===== src/rtl/ff_emu_spi_ctrl_if.sv =====
// Pin-side bundle of ff_emu_spi_ctrl: FMU SPI slave inputs, read return path,
// fiber control outputs and the flattened register view.
interface ff_emu_spi_ctrl_if #(
  parameter int unsigned NCS    = 2,
  parameter int unsigned DATA_W = 16,
  parameter int unsigned NREG   = 8
);
  logic [NCS-1:0]             fmu_spi_cs;
  logic                       fmu_spi_clk;
  logic                       fmu_spi_dat;
  logic                       ctrl_sigdet;
  logic                       fmu_spi_busy;
  logic                       fmu_spi_rtn_clk;
  logic                       fmu_spi_rtn_dat;
  logic                       ctrl_tdis;
  logic                       ctrl_fiber_det;
  logic                       rst_ffemu;
  logic                       spi_err;
  logic [NCS*NREG*DATA_W-1:0] regs;

  modport master (
    output fmu_spi_cs, fmu_spi_clk, fmu_spi_dat, ctrl_sigdet,
    input  fmu_spi_busy, fmu_spi_rtn_clk, fmu_spi_rtn_dat, ctrl_tdis, ctrl_fiber_det,
    input  rst_ffemu, spi_err, regs
  );

  modport slave (
    input  fmu_spi_cs, fmu_spi_clk, fmu_spi_dat, ctrl_sigdet,
    output fmu_spi_busy, fmu_spi_rtn_clk, fmu_spi_rtn_dat, ctrl_tdis, ctrl_fiber_det,
    output rst_ffemu, spi_err, regs
  );
endinterface


===== src/rtl/ff_emu_spi_ctrl.sv =====
// FMU SPI slave with NCS banks of NREG registers, return-path readback and debounced fiber
// detect. Define FFEMU_RDBK_EN to enable the read return path; otherwise legacy tie-offs.
module ff_emu_spi_ctrl #(
  parameter int unsigned NCS     = 2,
  parameter int unsigned DATA_W  = 16,
  parameter int unsigned NREG    = 8,
  parameter int unsigned DEB_CYC = 1024,
  parameter int unsigned RTN_DIV = 4
) (
  input logic              clk,
  input logic              rst,
  ff_emu_spi_ctrl_if.slave bus
);
  localparam int unsigned NREGS = NCS * NREG;
  localparam int unsigned IdxW  = $clog2(NREGS);
  localparam int unsigned BankW = (NCS > 1) ? $clog2(NCS) : 1;
  localparam int unsigned CntW  = $clog2(DATA_W) + 1;
  localparam int unsigned DebW  = $clog2(DEB_CYC) + 1;

  typedef enum logic [2:0] {StIdle, StCmd, StWdata, StRdTx, StDrain} state_e;

  // Synchronizers; the third stage aligns CS with the registered SPI edge pulse.
  logic [NCS-1:0] cs_s1, cs_s2, cs_s3;
  logic           sclk_s1, sclk_s2, sclk_s3;
  logic           sdat_s1, sdat_s2;
  logic           sig_s1, sig_s2, sig_s3;
  logic           rise_q, bit_q;

  always_ff @(posedge clk or posedge rst) begin
    if (rst) begin
      cs_s1   <= '1;
      cs_s2   <= '1;
      cs_s3   <= '1;
      sclk_s1 <= 1'b0;
      sclk_s2 <= 1'b0;
      sclk_s3 <= 1'b0;
      sdat_s1 <= 1'b0;
      sdat_s2 <= 1'b0;
      sig_s1  <= 1'b0;
      sig_s2  <= 1'b0;
      sig_s3  <= 1'b0;
      rise_q  <= 1'b0;
      bit_q   <= 1'b0;
    end else begin
      cs_s1   <= bus.fmu_spi_cs;
      cs_s2   <= cs_s1;
      cs_s3   <= cs_s2;
      sclk_s1 <= bus.fmu_spi_clk;
      sclk_s2 <= sclk_s1;
      sclk_s3 <= sclk_s2;
      sdat_s1 <= bus.fmu_spi_dat;
      sdat_s2 <= sdat_s1;
      sig_s1  <= bus.ctrl_sigdet;
      sig_s2  <= sig_s1;
      sig_s3  <= sig_s2;
      rise_q  <= sclk_s2 & ~sclk_s3;
      bit_q   <= sdat_s2;
    end
  end

  logic [NCS-1:0]   cs_low;
  logic             one_low, multi_low, all_high;
  logic [BankW-1:0] bank_enc;

  always_comb begin
    cs_low    = ~cs_s3;
    one_low   = $onehot(cs_low);
    multi_low = (cs_low != '0) && !one_low;
    all_high  = &cs_s3;
    bank_enc  = '0;
    for (int unsigned i = 0; i < NCS; i++) begin
      if (cs_low[i]) bank_enc = BankW'(i);
    end
  end

  state_e            state_q, state_d;
  logic [BankW-1:0]  bank_q, bank_d;
  logic [CntW-1:0]   cnt_q, cnt_d;
  logic [6:0]        cmd_q, cmd_d;
  logic [7:0]        cmd_nx;
  logic [DATA_W-2:0] wsh_q, wsh_d;
  logic [DATA_W-1:0] wsh_nx;
  logic              err_q, err_d;
  logic              we;
  logic [IdxW-1:0]   wr_idx;
  logic              wr_in_range;
  logic [DATA_W-1:0] regs_q [NREGS];
`ifdef FFEMU_RDBK_EN
  logic [DATA_W-1:0]      tx_q, tx_d;
  logic [$clog2(RTN_DIV)-1:0] div_q, div_d;
  logic                   rclk_q, rclk_d;
  logic                   busy_q, busy_d;
  logic [IdxW-1:0]        rd_idx;
  logic                   rd_in_range;
`endif

  always_comb begin
    cmd_nx      = {cmd_q, bit_q};
    wsh_nx      = {wsh_q, bit_q};
    wr_in_range = 32'(cmd_q) < NREG;
    wr_idx      = IdxW'(32'(bank_q) * NREG + 32'(cmd_q));
`ifdef FFEMU_RDBK_EN
    rd_in_range = 32'(cmd_nx[6:0]) < NREG;
    rd_idx      = IdxW'(32'(bank_q) * NREG + 32'(cmd_nx[6:0]));
`endif
  end

  always_comb begin
    state_d = state_q;
    bank_d  = bank_q;
    cnt_d   = cnt_q;
    cmd_d   = cmd_q;
    wsh_d   = wsh_q;
    err_d   = err_q;
    we      = 1'b0;
`ifdef FFEMU_RDBK_EN
    tx_d    = tx_q;
    div_d   = div_q;
    rclk_d  = rclk_q;
    busy_d  = busy_q;
`endif
    unique case (state_q)
      StIdle: begin
        if (multi_low) begin
          err_d = 1'b1;
        end else if (one_low) begin
          state_d = StCmd;
          bank_d  = bank_enc;
          cnt_d   = '0;
        end
      end
      StCmd: begin
        if (all_high) begin
          state_d = StIdle;
        end else if (rise_q) begin
          cmd_d = cmd_nx[6:0];
          cnt_d = cnt_q + 1'b1;
          if (cnt_q == CntW'(7)) begin
            cnt_d = '0;
            if (cmd_nx[7]) begin
`ifdef FFEMU_RDBK_EN
              state_d = StRdTx;
              busy_d  = 1'b1;
              rclk_d  = 1'b0;
              div_d   = '0;
              tx_d    = rd_in_range ? regs_q[rd_idx] : '0;
              if (!rd_in_range) err_d = 1'b1;
`else
              state_d = StDrain;
`endif
            end else begin
              state_d = StWdata;
            end
          end
        end
      end
      StWdata: begin
        // Abort wins over a commit landing in the same cycle.
        if (all_high) begin
          state_d = StIdle;
        end else if (rise_q) begin
          wsh_d = wsh_nx[DATA_W-2:0];
          cnt_d = cnt_q + 1'b1;
          if (cnt_q == CntW'(DATA_W - 1)) begin
            if (wr_in_range) we = 1'b1;
            else             err_d = 1'b1;
            state_d = StDrain;
          end
        end
      end
`ifdef FFEMU_RDBK_EN
      StRdTx: begin
        if (32'(div_q) == RTN_DIV - 1) begin
          div_d = '0;
          if (!rclk_q) begin
            rclk_d = 1'b1;
          end else if (cnt_q == CntW'(DATA_W - 1)) begin
            rclk_d  = 1'b0;
            busy_d  = 1'b0;
            tx_d    = '0;
            state_d = StDrain;
          end else begin
            rclk_d = 1'b0;
            tx_d   = {tx_q[DATA_W-2:0], 1'b0};
            cnt_d  = cnt_q + 1'b1;
          end
        end else begin
          div_d = div_q + 1'b1;
        end
      end
`endif
      StDrain: begin
        if (all_high) state_d = StIdle;
      end
      default: state_d = StIdle;
    endcase
  end

  always_ff @(posedge clk or posedge rst) begin
    if (rst) begin
      state_q <= StIdle;
      bank_q  <= '0;
      cnt_q   <= '0;
      cmd_q   <= '0;
      wsh_q   <= '0;
      err_q   <= 1'b0;
`ifdef FFEMU_RDBK_EN
      tx_q    <= '0;
      div_q   <= '0;
      rclk_q  <= 1'b0;
      busy_q  <= 1'b0;
`endif
    end else begin
      state_q <= state_d;
      bank_q  <= bank_d;
      cnt_q   <= cnt_d;
      cmd_q   <= cmd_d;
      wsh_q   <= wsh_d;
      err_q   <= err_d;
`ifdef FFEMU_RDBK_EN
      tx_q    <= tx_d;
      div_q   <= div_d;
      rclk_q  <= rclk_d;
      busy_q  <= busy_d;
`endif
    end
  end

  always_ff @(posedge clk or posedge rst) begin
    if (rst) begin
      for (int unsigned i = 0; i < NREGS; i++) regs_q[i] <= '0;
    end else if (we) begin
      regs_q[wr_idx] <= wsh_nx;
    end
  end

  // Debounce: counter restarts on any synchronized change, saturates at DEB_CYC-1.
  logic [DebW-1:0] deb_q, deb_d;
  logic            det_q, det_d;
  logic            sig_diff;

  always_comb begin
    sig_diff = sig_s2 ^ sig_s3;
    det_d    = det_q;
    if (sig_diff)                           deb_d = '0;
    else if (deb_q != DebW'(DEB_CYC - 1))   deb_d = deb_q + 1'b1;
    else                                    deb_d = deb_q;
    if (!sig_diff && deb_d == DebW'(DEB_CYC - 1)) det_d = sig_s2;
  end

  always_ff @(posedge clk or posedge rst) begin
    if (rst) begin
      deb_q <= '0;
      det_q <= 1'b0;
    end else begin
      deb_q <= deb_d;
      det_q <= det_d;
    end
  end

  logic [NREGS*DATA_W-1:0] regs_flat;
  for (genvar g = 0; g < NREGS; g++) begin : g_regs
    assign regs_flat[g*DATA_W +: DATA_W] = regs_q[g];
  end

  logic [DATA_W-1:0] ctrl0;
  assign ctrl0              = regs_q[0];
  assign bus.regs           = regs_flat;
  assign bus.ctrl_fiber_det = det_q;
  assign bus.ctrl_tdis      = ctrl0[1] ? ctrl0[0] : ~det_q;
  assign bus.rst_ffemu      = ctrl0[2];
  assign bus.spi_err        = err_q;
`ifdef FFEMU_RDBK_EN
  assign bus.fmu_spi_busy    = busy_q;
  assign bus.fmu_spi_rtn_clk = rclk_q;
  assign bus.fmu_spi_rtn_dat = busy_q & tx_q[DATA_W-1];
`else
  assign bus.fmu_spi_busy    = 1'b1;
  assign bus.fmu_spi_rtn_clk = 1'b0;
  assign bus.fmu_spi_rtn_dat = 1'b0;
`endif
endmodule


===== src/flat_wrapper.sv =====
// flat-port wrapper written by rule: the top's interface ports become plain ports
module ff_emu_spi_ctrl_flat 
#(
  parameter int unsigned NCS     = 2,
  parameter int unsigned DATA_W  = 16,
  parameter int unsigned NREG    = 8,
  parameter int unsigned DEB_CYC = 1024,
  parameter int unsigned RTN_DIV = 4
)
  (clk, rst, bus_fmu_spi_cs, bus_fmu_spi_clk, bus_fmu_spi_dat, bus_ctrl_sigdet, bus_fmu_spi_busy, bus_fmu_spi_rtn_clk, bus_fmu_spi_rtn_dat, bus_ctrl_tdis, bus_ctrl_fiber_det, bus_rst_ffemu, bus_spi_err, bus_regs);
  ff_emu_spi_ctrl_if #(.NCS(NCS), .DATA_W(DATA_W), .NREG(NREG)) bus_i ();
  input logic clk;
  input logic rst;
  input wire logic [$bits(bus_i.fmu_spi_cs)-1:0] bus_fmu_spi_cs;
  input wire logic [$bits(bus_i.fmu_spi_clk)-1:0] bus_fmu_spi_clk;
  input wire logic [$bits(bus_i.fmu_spi_dat)-1:0] bus_fmu_spi_dat;
  input wire logic [$bits(bus_i.ctrl_sigdet)-1:0] bus_ctrl_sigdet;
  output wire logic [$bits(bus_i.fmu_spi_busy)-1:0] bus_fmu_spi_busy;
  output wire logic [$bits(bus_i.fmu_spi_rtn_clk)-1:0] bus_fmu_spi_rtn_clk;
  output wire logic [$bits(bus_i.fmu_spi_rtn_dat)-1:0] bus_fmu_spi_rtn_dat;
  output wire logic [$bits(bus_i.ctrl_tdis)-1:0] bus_ctrl_tdis;
  output wire logic [$bits(bus_i.ctrl_fiber_det)-1:0] bus_ctrl_fiber_det;
  output wire logic [$bits(bus_i.rst_ffemu)-1:0] bus_rst_ffemu;
  output wire logic [$bits(bus_i.spi_err)-1:0] bus_spi_err;
  output wire logic [$bits(bus_i.regs)-1:0] bus_regs;
  assign bus_i.fmu_spi_cs = bus_fmu_spi_cs;
  assign bus_i.fmu_spi_clk = bus_fmu_spi_clk;
  assign bus_i.fmu_spi_dat = bus_fmu_spi_dat;
  assign bus_i.ctrl_sigdet = bus_ctrl_sigdet;
  assign bus_fmu_spi_busy = bus_i.fmu_spi_busy;
  assign bus_fmu_spi_rtn_clk = bus_i.fmu_spi_rtn_clk;
  assign bus_fmu_spi_rtn_dat = bus_i.fmu_spi_rtn_dat;
  assign bus_ctrl_tdis = bus_i.ctrl_tdis;
  assign bus_ctrl_fiber_det = bus_i.ctrl_fiber_det;
  assign bus_rst_ffemu = bus_i.rst_ffemu;
  assign bus_spi_err = bus_i.spi_err;
  assign bus_regs = bus_i.regs;
  ff_emu_spi_ctrl #(.NCS(NCS), .DATA_W(DATA_W), .NREG(NREG), .DEB_CYC(DEB_CYC), .RTN_DIV(RTN_DIV)) u_core (.clk(clk), .rst(rst), .bus(bus_i));
endmodule

===== config.mk =====
export PLATFORM = sky130hd
export DESIGN_NAME = ff_emu_spi_ctrl_flat
export DESIGN_NICKNAME = d
export VERILOG_FILES = /design/src/rtl/ff_emu_spi_ctrl_if.sv /design/src/rtl/ff_emu_spi_ctrl.sv /design/src/flat_wrapper.sv
export SDC_FILE = /design/constraint.sdc
export NUM_CORES = 1
export LEC_CHECK = 0
export CAP_MARGIN = 20
export CORE_MARGIN = 3
export CORE_UTILIZATION = 45
export DETAILED_ROUTE_END_ITERATION = 8
export PLACE_DENSITY = 0.83
export SETUP_SLACK_MARGIN = 0.02
export SYNTH_ARGS = -nofsm -noshare
export SYNTH_HDL_FRONTEND = slang
export SYNTH_SLANG_ARGS = --single-unit
export TNS_END_PERCENT = 10

===== constraint.sdc =====
create_clock -name clk -period 23.4 [get_ports clk]
set_clock_uncertainty 0.15 [all_clocks]
set_input_delay 4.68 -clock clk [delete_from_list [all_inputs] [get_ports clk]]
set_output_delay 4.68 -clock clk [all_outputs]
set_load 0.02 [all_outputs]

==> results of run 1 <==
metal layers:
layer | GRT usage, % | vias up
met5 | 0 | -
met4 | 4.79 | 0
met3 | 6.76 | 47
met2 | 32.3 | 245
met1 | 27.1 | 3989
li1 | - | 3362
flip-flops by register name, summed over array words and instances (netlist names), 2 cells and up:
signal           cells
u_core.cs_s1         2
u_core.cnt_q         5
u_core.ctrl0        16
u_core.deb_q        11
u_core.cmd_q         7
u_core.cs_s2         2
u_core.wsh_q        15
u_core.bus.regs    240
u_core.cs_s3         2
u_core.state_q       3
cells in the final DEF (no fill, tap or decap), drive strengths merged, types with 2 or more instances in the layout:
cell type	Yosys	final
bufinv	0	3
nor3	10	10
nand4	4	4
xnor2	4	4
conb	2	3
dfstp	6	6
a21oi	13	13
nand2	26	26
or4	3	3
dfrtp	310	310
nor2	20	20
nand2b	7	7
buf	14	5
a21o	2	2
a31oi	4	4
ha	5	5
nand3	7	7
xor2	4	4
mux2	281	281
nor2b	6	6
clkbuf	33	49
and3	7	7
or3	3	3
o21ai	9	9
nor4	2	2
inv	6	8
clkinv	0	6
clkdlybuf4s50	0	266
final timing paths:
| kind | end | slack [ns] | depth (start not counted) |
|---|---|---|---|
| worst min register to register | u_core.bit_q$_DFF_PP0_ | 0.20 | 0 |
| max in group clk | bus_ctrl_tdis | 16.72 | 2 |
| worst max-delay path | u_core.bus.regs[54]$_DFFE_PP0P_ | 16.21 | 4 |
| worst max register to register | u_core.ctrl0[9]$_DFFE_PP0P_ | 20.07 | 6 |
| min in group asynchronous | u_core.ctrl0[13]$_DFFE_PP0P_ | 4.53 | 2 |
| worst min-delay path | u_core.bit_q$_DFF_PP0_ | 0.20 | 0 |
cell type report:
| cell class | instances | share of cell area (%) |
|---|---|---|
| sequential | 316 | 48.2 |
| multi-input combinational | 436 | 25.6 |
| timing repair buffer | 271 | 16.7 |
| clock buffer | 49 | 5.96 |
| tap | 341 | 2.60 |
| clock inverter | 11 | 0.838 |
| inverter | 6 | 0.183 |
cell families after synthesis:
group	after synthesis	share of synthesized area [%]
AND/OR/NAND/NOR	101	4.69
adder cells (fa/ha/maj)	5	0.505
XOR/XNOR	8	0.566
flip-flops	316	64.0
AO/OA/AOI/OAI	37	1.82
other	2	0.0607
multiplexers	282	26.3
buffers and inverters	53	2.15
power by group through the flow:
stage	logic [mW]	clock network (mW)	registers (mW)
2_1_floorplan	0.0672	0	0.580
3_3_place_gp	0.0618	0	0.602
3_5_place_dp	0.0643	0	0.603
4_1_cts	0.0648	0.543	0.594
5_1_grt	0.0724	0.565	0.598
6_report	0.0641	0.531	0.595
per-stage QoR:
step,std cells,utilization (%)
final,1430,60.8
after global routing,1430,60.8
after CTS,1428,60.6
after detailed placement,1368,56.4
after global placement,1368,56.4
after floorplan,805,-
worst reg2reg max path, delay by kind of cell, from the launching register on:
family / cells / cell delay [ns]
buffers and inverters: 1 / 0.22
DFF: 1 / 0.44
muxes: 1 / 0.34
and+or+nand+nor: 4 / 2.05
==> impl_metrics.toml, run 1 <==
[run_status]
status = "completed"

[place]
dpl_worst_slack_ns = 15.58
portBuffers = 266
placed_cell_area_um2 = 15300
hpwlAfterDp_um = 20000
place_congestion = 0.802

[routing]
m1WireLength_um = 13000
ant_nets = 0
drt_iter0_markers = 442
first_pass_iters = 4
vias_per_cell = 5.34
met3_length_um = 2510
vias = 7643
wl_um = 30300
wl_met2_um = 14200
drt-wirelength-per-cell_um = 21.2
top_layer = "met4"
post-route-drc-count = 0

[critical_path]
end_kind = "asynchronous set/reset pin"
critPathTopFamily = "buffers and inverters"
slowest_stage = "buf_4"
cpMostUsedCell = "buf_4"
critPathLaunch = "rst"
r2r_start = "u_core.cmd_q[3]$_DFFE_PP0P_"
critical_path.max_fanout = 88
worstPathArrival_ns = 7.51
startpoint_type = "input port"
crit_type = "input port to asynchronous set/reset pin"
crit_chain = "clkdlybuf4s50_1 > inv_8 > buf_4 > buf_4"
critPathRequiredTime_ns = 23.73
critPathBufInv = 4
cpPeakStageDelay_ns = 0.89

[synth]
synth_flop_cell = "dfrtp_1"
synth_area_um2 = 12400
synth-seq-area-share_pct = 64.0
synth_edf_count = 0
ys_ff_latch = 316
netlist.area_leader.share_pct = 62.7
synth.avg_cell_area_um2 = 15.4
syn_inst = 804
async_reset_ff_share_pct = 100
synth.distinct_cells = 46
synth_commonest_cells = "dfrtp_1 (310), mux2_2 (261), clkbuf_1 (33)"
yosys_warnings = 0
synth.most_common_cell = "dfrtp_1"
synth.largest_area_cell = "dfrtp_1"
ys_top_cells_by_area = "dfrtp_1 (63%), mux2_2 (24%), mux2_4 (2.4%), dfstp_2 (1.3%), clkbuf_1 (1.0%)"

[clock_network]
clkTransAtPathRegs_ns = 0.06
clk_path_buf_depth = 3
clock_sinks = 316
ctsRootBufferMaster = "clkbuf_16"
cts_setup_buffers = 0
postCtsHoldBufs = 0
cts_tree = "done"
htree_levels = 2
clk_latency_ns = 0.49
cts_resized = 0
cts_buffers = 34

[min_path]
worstHoldStart = "u_core.sdat_s2$_DFF_PP0_"
holdCritPathClass = "register to register"

[floorplan]
die_y_um = 172
core_um2 = 27000
boundaryPins = 270
start_util_pct = 45.8
rows = 60
die_area_um2 = 29500
die_w_um = 172

[cells_and_area]
multi_input_area_um2 = 4200
area_growth_pct = 32.7
finalInstanceArea_um2 = 16400
antenna_cells = 0
drive_gt1_share_pct = 32.5
final_net_count = 1077
fill_cells = 2041
seq_area_um2 = 7920

[pwr]
swShare_pct = 23.5
seq_power_share_pct = 50.0
clkPwrFrac_pct = 44.6
p_int_mw = 0.910
p_switching_mw = 0.279
p_per_area_nw_per_um2 = 72.4
ir_worst_vdd_mv = 0.0633
combinationalPowerShare_pct = 5.4
power_mw = 1.19
leakagePower_nw = 7.78

[global_route]
grt_pass1_vias = 7991
grt_pass1_wl_um = 46400
grt_max_degree = 89
globalRouteOverflowTotal = 0
track_usage_pct = 20.2
antenna_found_initial = 0

[timing]
worst_pin_slew_ns = 1.04
setup_ws_ns = 16.21
max_freq_mhz = 139
setup-tns-final_ns = 0
fin_crit_ns = 7.19
setup_violations = 0
hold_ws_ns = 0.198
slew_headroom_pct = 30.3
hold_viol_final = 0
slew_viol_final = 0
rsz0062_at_grt = "false"
period_share_pct = 30.7

[run]
maxCapViolations = 0
Power figures use the tool's default switching activity.
==> run 2, diff against run 1 <==
- PLACE_DENSITY: 0.83 -> 0.86
- clock period: 23.4 -> 6.6 ns (I/O delays scaled with it)
==> run 2 against run 1 <==
Design area rose by 0.50%; count of clock-buffer cells in the layout fell by 2; critical path type is now register to register; highest routed layer unchanged; cell count did not move.
==> impl_metrics.toml, run 2 (synthesis gave the netlist of run 1 again) <==
[critical_path]
slowest_stage = "nor3_4"
rr_endpoint = "u_core.ctrl0[9]$_DFFE_PP0P_"
crit_chain = "ha_1 > and3_1 > ha_1 > nand2_1 > or4_1 > or3_1 > nor3_4 > mux2_2"
rrSetupSlack_ns = 3.02
worstPathArrival_ns = 3.81
critPathRequiredTime_ns = 6.82
critPathBufInv = 0
critPathTopFamily = "simple AND/OR/NAND/NOR gates"
r2r_start = "u_core.cnt_q[0]$_DFFE_PP0P_"
end_kind = "register"
cpMostUsedCell = "ha_1"
critical_path.max_fanout = 16
cpPeakStageDelay_ns = 0.84
startpoint_type = "register"
reg2reg_depth = 8
crit_type = "register to register"

[pwr]
power_mw = 4.39
p_int_mw = 3.38
leakagePower_nw = 7.80
p_per_area_nw_per_um2 = 266
swShare_pct = 23.2
clkPwrFrac_pct = 46.8
ir_worst_vdd_mv = 0.191
p_switching_mw = 1.02
seq_power_share_pct = 48.0
combinationalPowerShare_pct = 5.2

[global_route]
grt_max_degree = 187
antenna_found_initial = 0
grt_pass1_wl_um = 46700
track_usage_pct = 20.3
globalRouteOverflowTotal = 0
grt_pass1_vias = 8061

[timing]
worst_pin_slew_ns = 1.03
rsz0062_at_grt = "false"
period_share_pct = 54.3
slew_headroom_pct = 31.3
fin_crit_ns = 3.58
hold_ws_ns = 0.197
setup_violations = 0
slew_viol_final = 0
max_freq_mhz = 279
hold_viol_final = 0
setup-tns-final_ns = 0

[cells_and_area]
largest_reg_flops = 240
final_cell_mix = "dfrtp_1 (310), clkdlybuf4s50_1 (266), mux2_2 (261), clkbuf_16 (37), nand2_1 (26)"
layout_commonest_cell = "dfrtp_1"
area_growth_pct = 33.4
seq_area_um2 = 7920
fill_cells = 1992
finalInstanceArea_um2 = 16500
final_net_count = 1075
final_util_pct = 61.1
antenna_cells = 0
drive_gt1_share_pct = 32.7
multi_input_area_um2 = 4200

[place]
hpwlAfterDp_um = 19800
portBuffers = 266
place_congestion = 0.849
placed_cell_area_um2 = 15300

[clock_network]
cts_buffers = 35
cts_tree = "done"
clk_latency_ns = 0.49
htree_levels = 2
ctsRootBufferMaster = "clkbuf_16"
cts_resized = 0
clkTransAtPathRegs_ns = 0.06
cts_setup_buffers = 0
clk_path_buf_depth = 3
clock_sinks = 316
postCtsHoldBufs = 0

[routing]
ant_nets = 0
m1WireLength_um = 12500
vias = 7568
post-route-drc-count = 0
drt-wirelength-per-cell_um = 20.9
vias_per_cell = 5.29
first_pass_iters = 5
top_layer = "met4"
wl_met2_um = 14300
met3_length_um = 2500
drt_iter0_markers = 395
wl_um = 29800

[min_path]
worstHoldPathCells = 0
hold_end = "u_core.bit_q$_DFF_PP0_"
worstHoldStart = "u_core.sdat_s2$_DFF_PP0_"
holdCritPathClass = "register to register"

[run]
maxCapViolations = 0

[floorplan]
die_area_um2 = 29500
die_w_um = 172
rows = 60
boundaryPins = 270
core_um2 = 27000
die_y_um = 172
start_util_pct = 45.8

[run_status]
status = "completed"
==> run 2: changes by cell type in the layout (fill, tap and decap cells not counted) <==
cell / delta
clkinv_4: +1
clkbuf_16: +2
clkinvlp_4: +3
buf_16: -2
buf_4: -3
bufinv_16: +3
buf_12: +2
clkbuf_1: -2
inv_8: -1
clkbuf_8: -2
clkinv_2: -1
==> run 2: worst max path at each step <==
stage,startpoint,endpoint,slack (ns),cells after the start
finish,u_core.cnt_q[0]$_DFFE_PP0P_,u_core.ctrl0[9]$_DFFE_PP0P_,3.02,8
global placement,u_core.cmd_q[3]$_DFFE_PP0P_,u_core.ctrl0[9]$_DFFE_PP0P_,3.12,5
floorplan,rst,u_core.bank_q$_DFFE_PP0P_,0.92,1
global route,u_core.cnt_q[0]$_DFFE_PP0P_,u_core.ctrl0[13]$_DFFE_PP0P_,2.87,8
detailed placement,u_core.cnt_q[0]$_DFFE_PP0P_,u_core.ctrl0[9]$_DFFE_PP0P_,3.05,8
CTS,u_core.cmd_q[3]$_DFFE_PP0P_,u_core.ctrl0[9]$_DFFE_PP0P_,3.02,5
==> run 2: per-stage QoR <==
step / std cells / worst slack, ns
floorplan: 805 / 0.924
global placement: 1367 / 3.12
detailed placement: 1367 / 3.05
CTS: 1430 / 3.02
global route: 1430 / 2.87
finish: 1430 / 3.02
==> run 2: metal layers <==
metal / vias to the layer above / track usage [%]
met5: - / 0
met2: 252 / 33.5
li1: 3359 / -
met3: 42 / 7.15
met4: 0 / 4.65
met1: 3915 / 26.0
==> run 2: area by class of cell <==
class,count,area share [%]
clock buffers,47,6.02
clock inverters,16,1.49
inverters,6,0.159
multi-input cells,436,25.4
flip-flops and latches,316,47.9
well taps,341,2.58
repair buffers,268,16.4
==> run 2: power by group through the flow <==
stage	Clock, mW	Sequential (mW)	Combinational [mW]
floorplan	0	2.06	0.239
global route	2.19	2.12	0.260
CTS	2.10	2.10	0.231
finish	2.06	2.11	0.228
detailed placement	0	2.14	0.229
global placement	0	2.13	0.222
==> run 3, diff against run 2 <==
- PLACE_DENSITY: 0.86 -> 0.83
- clock period: 6.6 -> 3.7 ns (I/O delays scaled with it)
==> run 3 against run 2 <==
First-iteration DRC count shrank 5.1%; sequential power is 78% higher; utilization fell by 0.15 points; critical path type unchanged.
==> impl_metrics.toml, run 3 (synthesis gave the netlist of run 1 again) <==
[timing]
setup_violations = 0
fin_crit_ns = 3.26
hold_viol_final = 0
setup-tns-final_ns = 0
slew_viol_final = 0
worst_pin_slew_ns = 0.945
period_share_pct = 88.0
max_freq_mhz = 307
slew_headroom_pct = 37.0
rsz0062_at_grt = "false"

[cells_and_area]
final_cell_mix = "dfrtp_1 (310), clkdlybuf4s50_1 (266), mux2_2 (261), clkbuf_16 (35), nand2_1 (26)"
final_net_count = 1088
area_growth_pct = 33.1
final_util_pct = 60.9
multi_input_area_um2 = 4200
largest_reg_flops = 240
antenna_cells = 0
finalInstanceArea_um2 = 16500
fill_cells = 2012
seq_area_um2 = 7920
drive_gt1_share_pct = 33.3
layout_commonest_cell = "dfrtp_1"

[critical_path]
reg2reg_depth = 8
rr_endpoint = "u_core.bus.regs[166]$_DFFE_PP0P_"
r2r_start = "u_core.cnt_q[0]$_DFFE_PP0P_"
end_kind = "register"
startpoint_type = "register"
worstPathArrival_ns = 3.49
critPathLaunch = "u_core.cnt_q[0]$_DFFE_PP0P_"
rrSetupSlack_ns = 0.44
critPathRequiredTime_ns = 3.94
critical_path.max_fanout = 16
crit_type = "register to register"
worstSetupEndpoint = "u_core.bus.regs[166]$_DFFE_PP0P_"

[routing]
vias = 7632
drt_iter0_markers = 375
vias_per_cell = 5.30
drt-wirelength-per-cell_um = 20.8
wl_um = 29900
first_pass_iters = 4
post-route-drc-count = 0
ant_nets = 0

[pwr]
p_per_area_nw_per_um2 = 450
combinationalPowerShare_pct = 5.5
leakagePower_nw = 7.81
swShare_pct = 23.9
p_switching_mw = 1.77
p_int_mw = 5.64
ir_worst_vdd_mv = 0.340
clkPwrFrac_pct = 43.8
power_mw = 7.41
seq_power_share_pct = 50.6

[run_status]
status = "completed"

[place]
hpwlAfterDp_um = 20000
portBuffers = 266
place_congestion = 0.833
placed_cell_area_um2 = 15400

[floorplan]
die_y_um = 172
die_w_um = 172
die_area_um2 = 29500
start_util_pct = 45.8
rows = 60
boundaryPins = 270
core_um2 = 27000

[clock_network]
clock_sinks = 316
cts_resized = 0
clk_path_buf_depth = 3
cts_setup_buffers = 0
htree_levels = 2
clkTransAtPathRegs_ns = 0.06
clk_latency_ns = 0.50
ctsRootBufferMaster = "clkbuf_16"
cts_tree = "done"
postCtsHoldBufs = 0
cts_buffers = 34

[global_route]
grt_pass1_vias = 8105
grt_max_degree = 96
track_usage_pct = 20.2
antenna_found_initial = 0
globalRouteOverflowTotal = 0
grt_pass1_wl_um = 46300

[run]
maxCapViolations = 0

[min_path]
holdCritPathClass = "register to register"
==> run 3: routing by layer <==
layer / vias to the layer above / routed length [um] / global-route usage [%]
li1: 3377 / - / -
met1: 3951 / 12500 / 25.9
met2: 256 / 14300 / 33.5
met3: 48 / 2410 / 6.71
met4: 0 / 624 / 5.03
met5: - / 0 / 0
==> run 3: how the worst min path moves through the flow <==
stage / start / end / slack [ns] / cells after the start
after floorplan: u_core.sdat_s2$_DFF_PP0_ / u_core.bit_q$_DFF_PP0_ / 0.18 / 0
after global placement: u_core.sdat_s2$_DFF_PP0_ / u_core.bit_q$_DFF_PP0_ / 0.18 / 0
after detailed placement: u_core.sdat_s2$_DFF_PP0_ / u_core.bit_q$_DFF_PP0_ / 0.19 / 0
after CTS: u_core.sdat_s2$_DFF_PP0_ / u_core.bit_q$_DFF_PP0_ / 0.20 / 0
after global routing: u_core.cs_s2[0]$_DFF_PP1_ / u_core.cs_s3[0]$_DFF_PP1_ / 0.21 / 0
final: u_core.sdat_s2$_DFF_PP0_ / u_core.bit_q$_DFF_PP0_ / 0.20 / 0
==> run 3: power groups by stage <==
stage               Clock (mW)  Combinational (mW)  Sequential [mW]
global route              3.47               0.469             3.78
detailed placement           0               0.415             3.81
finish                    3.25               0.410             3.75
CTS                       3.34               0.415             3.75
floorplan                    0               0.425             3.67
global placement             0               0.403             3.80
==> run 3: stage by stage <==
stage | worst slack, ns | instances | hold slack (ns)
finish | 0.444 | 1440 | 0.200
global placement | 0.483 | 1381 | 0.184
floorplan | -1.40 | 805 | 0.181
global route | 0.252 | 1440 | 0.208
CTS | 0.418 | 1440 | 0.200
detailed placement | 0.445 | 1381 | 0.187
==> run 3: critical path, cell delays in order (launching register included) <==
cell and delay, ns:
dfrtp_1 0.39, ha_1 0.22, and3_1 0.18, ha_1 0.20
nand2_1 0.08, or4_1 0.48, or3_1 0.49, nor2_4 0.53
mux2_2 0.41
==> run 3: layout make-up <==
cell class              count  area share (%)
inverters                   6           0.160
multi-input cells         436            25.5
clock buffers              52            6.31
repair buffers            282            17.1
clock inverters             7           0.251
well taps                 341            2.59
flip-flops and latches    316            48.1
